<file path="config.mk">
export PLATFORM = sky130hd
export DESIGN_NAME = rr_arbiter_8_flat
export DESIGN_NICKNAME = d
export VERILOG_FILES = /design/src/rtl/rr_arbiter_8_if.sv /design/src/rtl/rr_arbiter_8.sv /design/src/flat_wrapper.sv
export SDC_FILE = /design/constraint.sdc
export NUM_CORES = 1
export LEC_CHECK = 0
export CORE_MARGIN = 2
export CORE_UTILIZATION = 33
export DETAILED_ROUTE_END_ITERATION = 8
export PLACE_DENSITY_LB_ADDON = 0.05
export SKIP_LAST_GASP = 1
export SLEW_MARGIN = 20
export SYNTH_ARGS = -nofsm -noshare
export SYNTH_HDL_FRONTEND = slang
export SYNTH_SLANG_ARGS = --single-unit
</file>
<file path="constraint.sdc">
create_clock -name clk -period 3.5 [get_ports clk]
set_clock_uncertainty 0.05 [all_clocks]
set_input_delay 0.35 -clock clk [delete_from_list [all_inputs] [get_ports clk]]
set_output_delay 0.35 -clock clk [all_outputs]
set_load 0.02 [all_outputs]
</file>
<file path="src/rtl/rr_arbiter_8_if.sv">
// rr_arbiter_8_if: arbiter bus; req from masters, grant/grant_idx/grant_valid/hold_cnt from arbiter
interface rr_arbiter_8_if;
  logic [7:0] req;
  logic [7:0] grant;
  logic [2:0] grant_idx;
  logic       grant_valid;
  logic [7:0] hold_cnt;
  modport master (output req, input grant, grant_idx, grant_valid, hold_cnt);
  modport slave  (input req, output grant, grant_idx, grant_valid, hold_cnt);
endinterface

</file>
<file path="src/rtl/rr_arbiter_8.sv">
// rr_arbiter_8: 8-way round-robin arbiter with hold limit; ports clk, rst (async high), bus (req in; grant, grant_idx, grant_valid, hold_cnt out)
module rr_arbiter_8 #(
  parameter int MAX_HOLD = 16,
  parameter int N = 8
) (
  input logic clk,
  input logic rst,
  rr_arbiter_8_if.slave bus
);
  typedef enum logic {IDLE, GRANTED} state_t;
  state_t r_state, w_state;
  logic [2:0] r_ptr, w_ptr, r_idx, w_idx, w_pick, w_k;
  logic [7:0] r_grant, w_grant, r_cnt, w_cnt;
  logic w_release;
  // Searching from r_ptr covers both IDLE and handoff: after a grant to g, r_ptr is already g+1,
  // so the old owner is reached last and only regranted when it is the sole requester.
  always_comb begin
    w_pick = '0;
    w_k = '0;
    for (int i = N - 1; i >= 0; i--) begin
      w_k = r_ptr + 3'(i);
      w_pick = bus.req[w_k] ? w_k : w_pick;
    end
    w_release = r_state == IDLE || !bus.req[r_idx] || (MAX_HOLD != 0 && r_cnt == 8'(MAX_HOLD));
    w_state = r_state;
    w_ptr = r_ptr;
    w_idx = r_idx;
    w_grant = r_grant;
    w_cnt = r_cnt;
    if (!w_release) begin
      w_cnt = r_cnt == 8'hff ? r_cnt : r_cnt + 8'd1;
    end else if (|bus.req) begin
      w_state = GRANTED;
      w_idx = w_pick;
      w_grant = 8'b1 << w_pick;
      w_ptr = w_pick + 3'd1;
      w_cnt = 8'd1;
    end else begin
      w_state = IDLE;
      w_idx = '0;
      w_grant = '0;
      w_cnt = '0;
    end
  end
  always_ff @(posedge clk or posedge rst) begin
    if (rst) begin
      r_state <= IDLE;
      r_ptr <= '0;
      r_idx <= '0;
      r_grant <= '0;
      r_cnt <= '0;
    end else begin
      r_state <= w_state;
      r_ptr <= w_ptr;
      r_idx <= w_idx;
      r_grant <= w_grant;
      r_cnt <= w_cnt;
    end
  end
  assign bus.grant = r_grant;
  assign bus.grant_idx = r_idx;
  assign bus.grant_valid = r_state == GRANTED;
  assign bus.hold_cnt = r_cnt;
endmodule

</file>
<file path="src/flat_wrapper.sv">
// flat-port wrapper written by rule: the top's interface ports become plain ports
module rr_arbiter_8_flat 
#(
  parameter int MAX_HOLD = 16,
  parameter int N = 8
)
  (clk, rst, bus_req, bus_grant, bus_grant_idx, bus_grant_valid, bus_hold_cnt);
  rr_arbiter_8_if bus_i ();
  input logic clk;
  input logic rst;
  input wire logic [$bits(bus_i.req)-1:0] bus_req;
  output wire logic [$bits(bus_i.grant)-1:0] bus_grant;
  output wire logic [$bits(bus_i.grant_idx)-1:0] bus_grant_idx;
  output wire logic [$bits(bus_i.grant_valid)-1:0] bus_grant_valid;
  output wire logic [$bits(bus_i.hold_cnt)-1:0] bus_hold_cnt;
  assign bus_i.req = bus_req;
  assign bus_grant = bus_i.grant;
  assign bus_grant_idx = bus_i.grant_idx;
  assign bus_grant_valid = bus_i.grant_valid;
  assign bus_hold_cnt = bus_i.hold_cnt;
  rr_arbiter_8 #(.MAX_HOLD(MAX_HOLD), .N(N)) u_core (.clk(clk), .rst(rst), .bus(bus_i));
endmodule
</file>
==> results.toml, run 1 <==
[placed_design]
hpwlAfterDp_mm = 4.251
gp_congestion = 0.9196
port_buffers = 29

[logic_synthesis]
yosysWarnings = 0
synthFlopType = "dfrtp_1"
synth-edff-count = 0
ys_async_sr_fraction = 1.000
synth_fp_nets = 216
netlist_instances = 201
syn_avg_cell_area_sq_um = 10.00
netlist-cell-type-count = 55
synth_area_sq_um = 2011
ys_seq_area_frac = 0.2862
yosys_register_bits = 23

[clock_network]
max-clock-path-buffers = 2
hold_buffers = 0
cts_resized = 0
numCtsBuffers = 3
htreeDepth = 1
post_cts_buffers = 0
clock_latency_ns = 0.26
cts.sinks = 23
cts-root-buf = "clkbuf_8"
cts_tree = "built"
cts.reportedPaths.clkPinSlew_ns = 0.08

[run]
drv_cap = 0

[timing]
period_minus_slack_ns = 3.179
post-route-period-util = 0.9084
final_hold_viol_count = 0
finalSetupViolations = 0
tightest_slew_ns = 0.9002
timing.fmax_ghz = 0.3145
relSlewSlack = 0.3992
rsz0062_at_grt = "false"
setup_tns_ns = 0
slew_violations = 0

[finish]
antennaDiodeCount = 0
final_nets = 248
syn2layout_area_growth_pct = 20.85
drive_gt1_frac = 0.1897

[power]
max-vdd-ir-drop_mv = 0.4363
p_total_w = 0.002821
power_density_nw_per_um2 = 1161
p_leak_nw = 1.037

[worst_hold_path]
hp-class = "register to register"
min_to = "u_core.bus.grant[7]"
min-delay-start = "u_core.bus.grant[7]"
hold_depth = 2

[global_routing]
met3_usage = 0.02198
grtUsageMet2 = 0.3122
busiest_layer = "met2"
grt_pass1_vias = 1748
antenna_found_initial = 0
use_met1 = 0.2228
grt_pass1_wl_mm = 8.921
grt_use_total = 0.1745
grt_start_max_net_pins = 24
grt_overflow_total = 0

[floorplanning]
die_h_microns = 82.06
io_pins = 30
fp-row-count = 28
dieArea_sq_um = 6733
core_area_sq_um = 5921
chipWidth_microns = 82.06
initial_core_util = 0.3396

[routing]
drt-total-wl_mm = 5.524
ant_nets = 0
remaining_drc_errors = 0
drtIter0Drc = 101
viasPerCell = 5.612
drt_pass1_iterations = 5
wl_per_cell_microns = 17.99
dr_total_vias = 1723

[critical_path]
required_ns = 3.61
cp_max_fo = 16
r2r_start = "u_core.r_ptr[0]"
crit_arrival_ns = 3.29
start_kind = "register"
critPathKind = "register to register"
endpoint_kind = "register"
reg2reg_depth = 12
r2r_setup_slack_ns = 0.32
cp-startpoint = "u_core.r_ptr[0]"
rr_endpoint = "u_core.r_ptr[2]"

[status]
status = "finished clean"
==> layout by cell type (no fill, tap or decap), types with 2 or more instances in the layout <==
cell type	synthesis	final
a22oi_1	2	2
nand4_1	2	2
a211oi_1	2	2
o221ai_1	3	3
nor2b_1	3	3
nand3_1	9	9
a21o_1	3	3
a211oi_2	2	2
clkdlybuf4s50_1	0	29
nor4_1	3	3
clkbuf_8	0	3
a21oi_1	5	5
nor2_1	17	17
a32o_1	3	3
mux2i_1	11	11
dfrtp_1	23	23
mux2_4	2	2
and3_1	5	5
buf_4	1	7
inv_1	10	10
mux4_2	12	12
xnor2_1	2	2
o21ai_0	11	11
ha_1	5	5
xor2_2	2	2
nor3_1	3	3
xor2_1	3	3
nand2_1	16	16
mux2_2	4	4
a32o_2	4	4
nand2b_1	3	3
==> layer usage <==
metal / share of wire / routed length [microns] / up-vias
met5: 0 / 0 / -
met4: 0.010 / 56 / 0
met3: 0.041 / 228 / 6
met2: 0.51 / 2821 / 46
met1: 0.44 / 2418 / 837
li1: - / - / 834
==> metrics by stage <==
stage / hold slack, ns / setup WS [ns] / cell area [sq um] / utilization / std cells
after CTS: 0.4348 / 0.2952 / 2430 / 0.4104 / 307
after floorplan: 0.3019 / 0.3561 / 2011 / - / 201
after detailed placement: 0.4099 / 0.1117 / 2384 / 0.4026 / 303
after global routing: 0.4654 / 0.05948 / 2430 / 0.4104 / 307
final: 0.4303 / 0.3207 / 2430 / 0.4104 / 307
after global placement: 0.4176 / 0.1188 / 2384 / 0.4026 / 303
==> cell families (layout without fill, tap and decap cells) <==
family / count (synthesis) / after routing / share of synthesized area
adders and majority gates: 5 / 5 / 0.03111
and+or+nand+nor: 68 / 68 / 0.1680
muxes: 30 / 30 / 0.2321
DFF: 23 / 23 / 0.2862
buffers and inverters: 19 / 50 / 0.05041
AOI/OAI and AO/OA: 49 / 49 / 0.1941
xor gates and xnor gates: 7 / 7 / 0.03796
==> synthesized netlist by cell type, types with 2 or more instances <==
master | instances | area (sq um)
a32o_1 | 3 | 30.03
nor2b_1 | 3 | 18.77
a21oi_1 | 5 | 25.02
nand3_1 | 9 | 45.04
mux2i_1 | 11 | 110.1
nand2b_1 | 3 | 18.77
xnor2_1 | 2 | 17.52
dfrtp_1 | 23 | 575.6
nand2_1 | 16 | 60.06
o221ai_1 | 3 | 26.28
a22oi_1 | 2 | 15.01
nor3_1 | 3 | 15.01
o21ai_0 | 11 | 55.05
a211oi_2 | 2 | 25.02
mux2_2 | 4 | 45.04
mux2_4 | 2 | 30.03
xor2_1 | 3 | 26.28
buf_2 | 2 | 10.01
nor2_1 | 17 | 63.81
ha_1 | 5 | 62.56
nor4_1 | 3 | 18.77
clkbuf_1 | 4 | 15.01
a211oi_1 | 2 | 15.01
and3_1 | 5 | 31.28
a21o_1 | 3 | 22.52
a32o_2 | 4 | 45.04
inv_1 | 10 | 37.54
nand4_1 | 2 | 12.51
xor2_2 | 2 | 32.53
mux4_2 | 12 | 270.3
==> worst max-delay path, cell delays in order (launching register included) <==
cell and delay [ns]:
dfrtp_1 0.38, buf_4 0.27, mux4_2 0.64, mux2i_1 0.19
buf_4 0.16, nor2b_1 0.12, a311oi_1 0.13, a221oi_2 0.41
a21o_1 0.24, nor2_1 0.08, ha_1 0.28, nand2_1 0.06
nand2_1 0.05
==> state kept, by name, indices dropped and copies added (netlist names) <==
name,flops
u_core.bus.hold_cnt,8
u_core.bus.grant_valid,1
u_core.bus.grant_idx,3
u_core.bus.grant,8
u_core.r_ptr,3
==> worst max path at each step <==
stage                            to  slack (ns)  cells past startpoint
floorplan           u_core.r_ptr[2]        0.36                     13
global placement    u_core.r_ptr[2]        0.12                     12
detailed placement  u_core.r_ptr[2]        0.11                     12
CTS                 u_core.r_ptr[2]        0.30                     12
global route        u_core.r_ptr[2]        0.06                     12
finish              u_core.r_ptr[2]        0.32                     12
==> power by group <==
group | switching, W | internal (W) | leakage (nW)
clock network | 0.0000836 | 0.0000793 | 0.0255
logic | 0.00122 | 0.000980 | 0.717
registers | 0.000108 | 0.000352 | 0.294
total | 0.00141 | 0.00141 | 1.04
==> layout make-up <==
| class | count | area [sq um] |
|---|---|---|
| clock buffer | 3 | 41.29 |
| tap | 75 | 93.84 |
| timing repair buffer | 36 | 342.8 |
| fill | 600 | 3491 |
| multi-input combinational | 159 | 1334 |
| clock inverter | 1 | 5.005 |
| sequential | 23 | 575.6 |
| inverter | 10 | 37.54 |
(Power assumes the default switching activity.)
==> inputs of run 2 (changes only) <==
- CORE_ASPECT_RATIO: default -> 0.7
==> run 2 against run 1 <==
  * Cell count rose by 0.33%
  * Worst hold slack worse by 0.0043 ns
  * Final area up 0.26%
  * First-iteration DRC count grew 80%
  * Sequential power decreased by 4%
  * Non-clock buffer count rose by 1
  * Total power rose by 1.2%
  * Combinational power up 2%
  * Routed wire length fell by 3.3%
  * Critical path depth down 1
  * Register-to-register slack hardly changed
==> results.toml, run 2 (synthesis gave the netlist of run 1 again) <==
[finish]
nFillCells = 569
final_common_cell = "clkdlybuf4s50_1"
syn2layout_area_growth_pct = 21.16
final_nets = 249
antennaDiodeCount = 0
final_cell_mix = "29 x clkdlybuf4s50_1, 23 x dfrtp_1, 17 x nor2_1, 16 x nand2_1, 12 x mux4_2"
final_util = 0.4191
final_area_sq_um = 2436
drive_gt1_frac = 0.1888

[clock_network]
cts.reportedPaths.clkPinSlew_ns = 0.08
cts_tree = "built"
hold_buffers = 0
max-clock-path-buffers = 2
cts-root-buf = "clkbuf_8"
numCtsBuffers = 3
htreeDepth = 1
clock_latency_ns = 0.26
cts_resized = 0
post_cts_buffers = 0
cts.sinks = 23

[power]
p_leak_nw = 1.038
p_int_w = 0.001436
seqPwrFrac = 0.155
netSwitchingFraction = 0.4972
clock_power_share = 0.057
p_comb_frac = 0.788
power_density_nw_per_um2 = 1172
max-vdd-ir-drop_mv = 0.3295
p_sw_w = 0.001420

[floorplanning]
core_area_sq_um = 5813
chipWidth_microns = 97.30
fp-row-count = 23
dieArea_sq_um = 6743
initial_core_util = 0.3459
io_pins = 30
die_h_microns = 69.31

[timing]
post-route-period-util = 0.9114
finalSetupViolations = 0
slew_violations = 0
final_hold_viol_count = 0
period_minus_slack_ns = 3.190
setup_tns_ns = 0
hold_slack_ns = 0.4260
tightest_slew_ns = 0.8740
timing.fmax_ghz = 0.3135
rsz0062_at_grt = "false"
relSlewSlack = 0.4167

[critical_path]
cp_slowest_cell = "mux4_2"
start_kind = "register"
endpoint_kind = "register"
crit_chain = "ha_1 > xnor2_1 > mux4_2 > nand2_1 > a311oi_1 > a221oi_2 > a21o_1 > nor2_1 > ha_1 > nand2_1 > nand2_1"
cpMostUsedCell = "nand2_1"
max_stage_delay_ns = 0.63
cp_max_fo = 6
worst-path-buf-inv = 0
r2r_start = "u_core.r_ptr[0]"
cp-startpoint = "u_core.r_ptr[0]"
path_delay_family = "compound AO/OA/AOI/OAI gates"
critPathKind = "register to register"
crit_arrival_ns = 3.30
required_ns = 3.61

[global_routing]
antenna_found_initial = 0
grt_overflow_total = 0
grt_use_total = 0.1593
grt_pass1_vias = 1675
grt_start_max_net_pins = 24
grt_pass1_wl_mm = 8.728

[placed_design]
hpwlAfterDp_mm = 4.084
place_area_sq_um = 2391
gp_congestion = 0.9377
port_buffers = 29

[routing]
viasPerCell = 5.744
drtIter0Drc = 182
remaining_drc_errors = 0
dr_total_vias = 1769
wl_per_cell_microns = 17.35
drt_pass1_iterations = 4
drt-total-wl_mm = 5.343
ant_nets = 0

[status]
status = "finished clean"

[run]
drv_cap = 0

[worst_hold_path]
min-delay-start = "u_core.bus.grant[7]"
hp-class = "register to register"
run 2: changes by cell type in the layout (fill, tap and decap cells not counted), sizes merged:
cell / delta
clkinv: -1
buf: +1
clkbuf: +1
run 2: cell type report:
type	count	area, sq um	area share
clock buffer	4	45.04	0.01849
inverter	10	37.54	0.01541
multi-input combinational	159	1334	0.5475
sequential	23	575.6	0.2363
tap	75	93.84	0.03852
timing repair buffer	37	350.3	0.1438
run 2: layer usage:
| layer | share of wire | vias to the layer above | global-route usage |
|---|---|---|---|
| li1 | - | 833 | - |
| met1 | 0.50 | 874 | 0.2315 |
| met2 | 0.43 | 57 | 0.2431 |
| met3 | 0.054 | 5 | 0.03528 |
| met4 | 0.0095 | 0 | 0.03704 |
| met5 | 0 | - | 0 |
run 2: path summary, 6_finish.rpt:
| check | to | slack, ns | cells after the start |
|---|---|---|---|
| setup / recovery | u_core.r_ptr[2] | 0.31 | 11 |
| hold / removal | u_core.bus.grant[7] | 0.43 | 2 |
| setup reg to reg | u_core.r_ptr[2] | 0.31 | 11 |
| hold reg to reg | u_core.bus.grant[7] | 0.43 | 2 |
| max in group asynchronous | u_core.bus.hold_cnt[3] | 2.35 | 2 |
| min in group asynchronous | u_core.bus.grant[3] | 0.52 | 2 |
run 2: power by group through the flow:
stage	combinational [W]	clock, W	sequential, W
3_5_place_dp	0.00223	0	0.000450
5_1_grt	0.00243	0.000190	0.000456
3_3_place_gp	0.00226	0	0.000449
2_1_floorplan	0.00164	0	0.000485
6_report	0.00225	0.000164	0.000442
4_1_cts	0.00224	0.000172	0.000445
run 2: worst reg2reg max path: stages, from the launching register on:
cell      delay [ns]
dfrtp_1         0.41
ha_1            0.32
xnor2_1         0.38
mux4_2          0.63
nand2_1         0.13
a311oi_1        0.07
a221oi_2        0.42
a21o_1          0.23
nor2_1          0.07
ha_1            0.28
nand2_1         0.06
nand2_1         0.05
run 2: per-stage QoR:
stage	setup WS [ns]	cells	total power [W]
floorplan	0.3561	201	0.002124
detailed placement	0.1135	304	0.002676
finish	0.3103	308	0.002856
global route	0.1275	308	0.003074
global placement	0.2065	304	0.002711
CTS	0.3230	308	0.002856
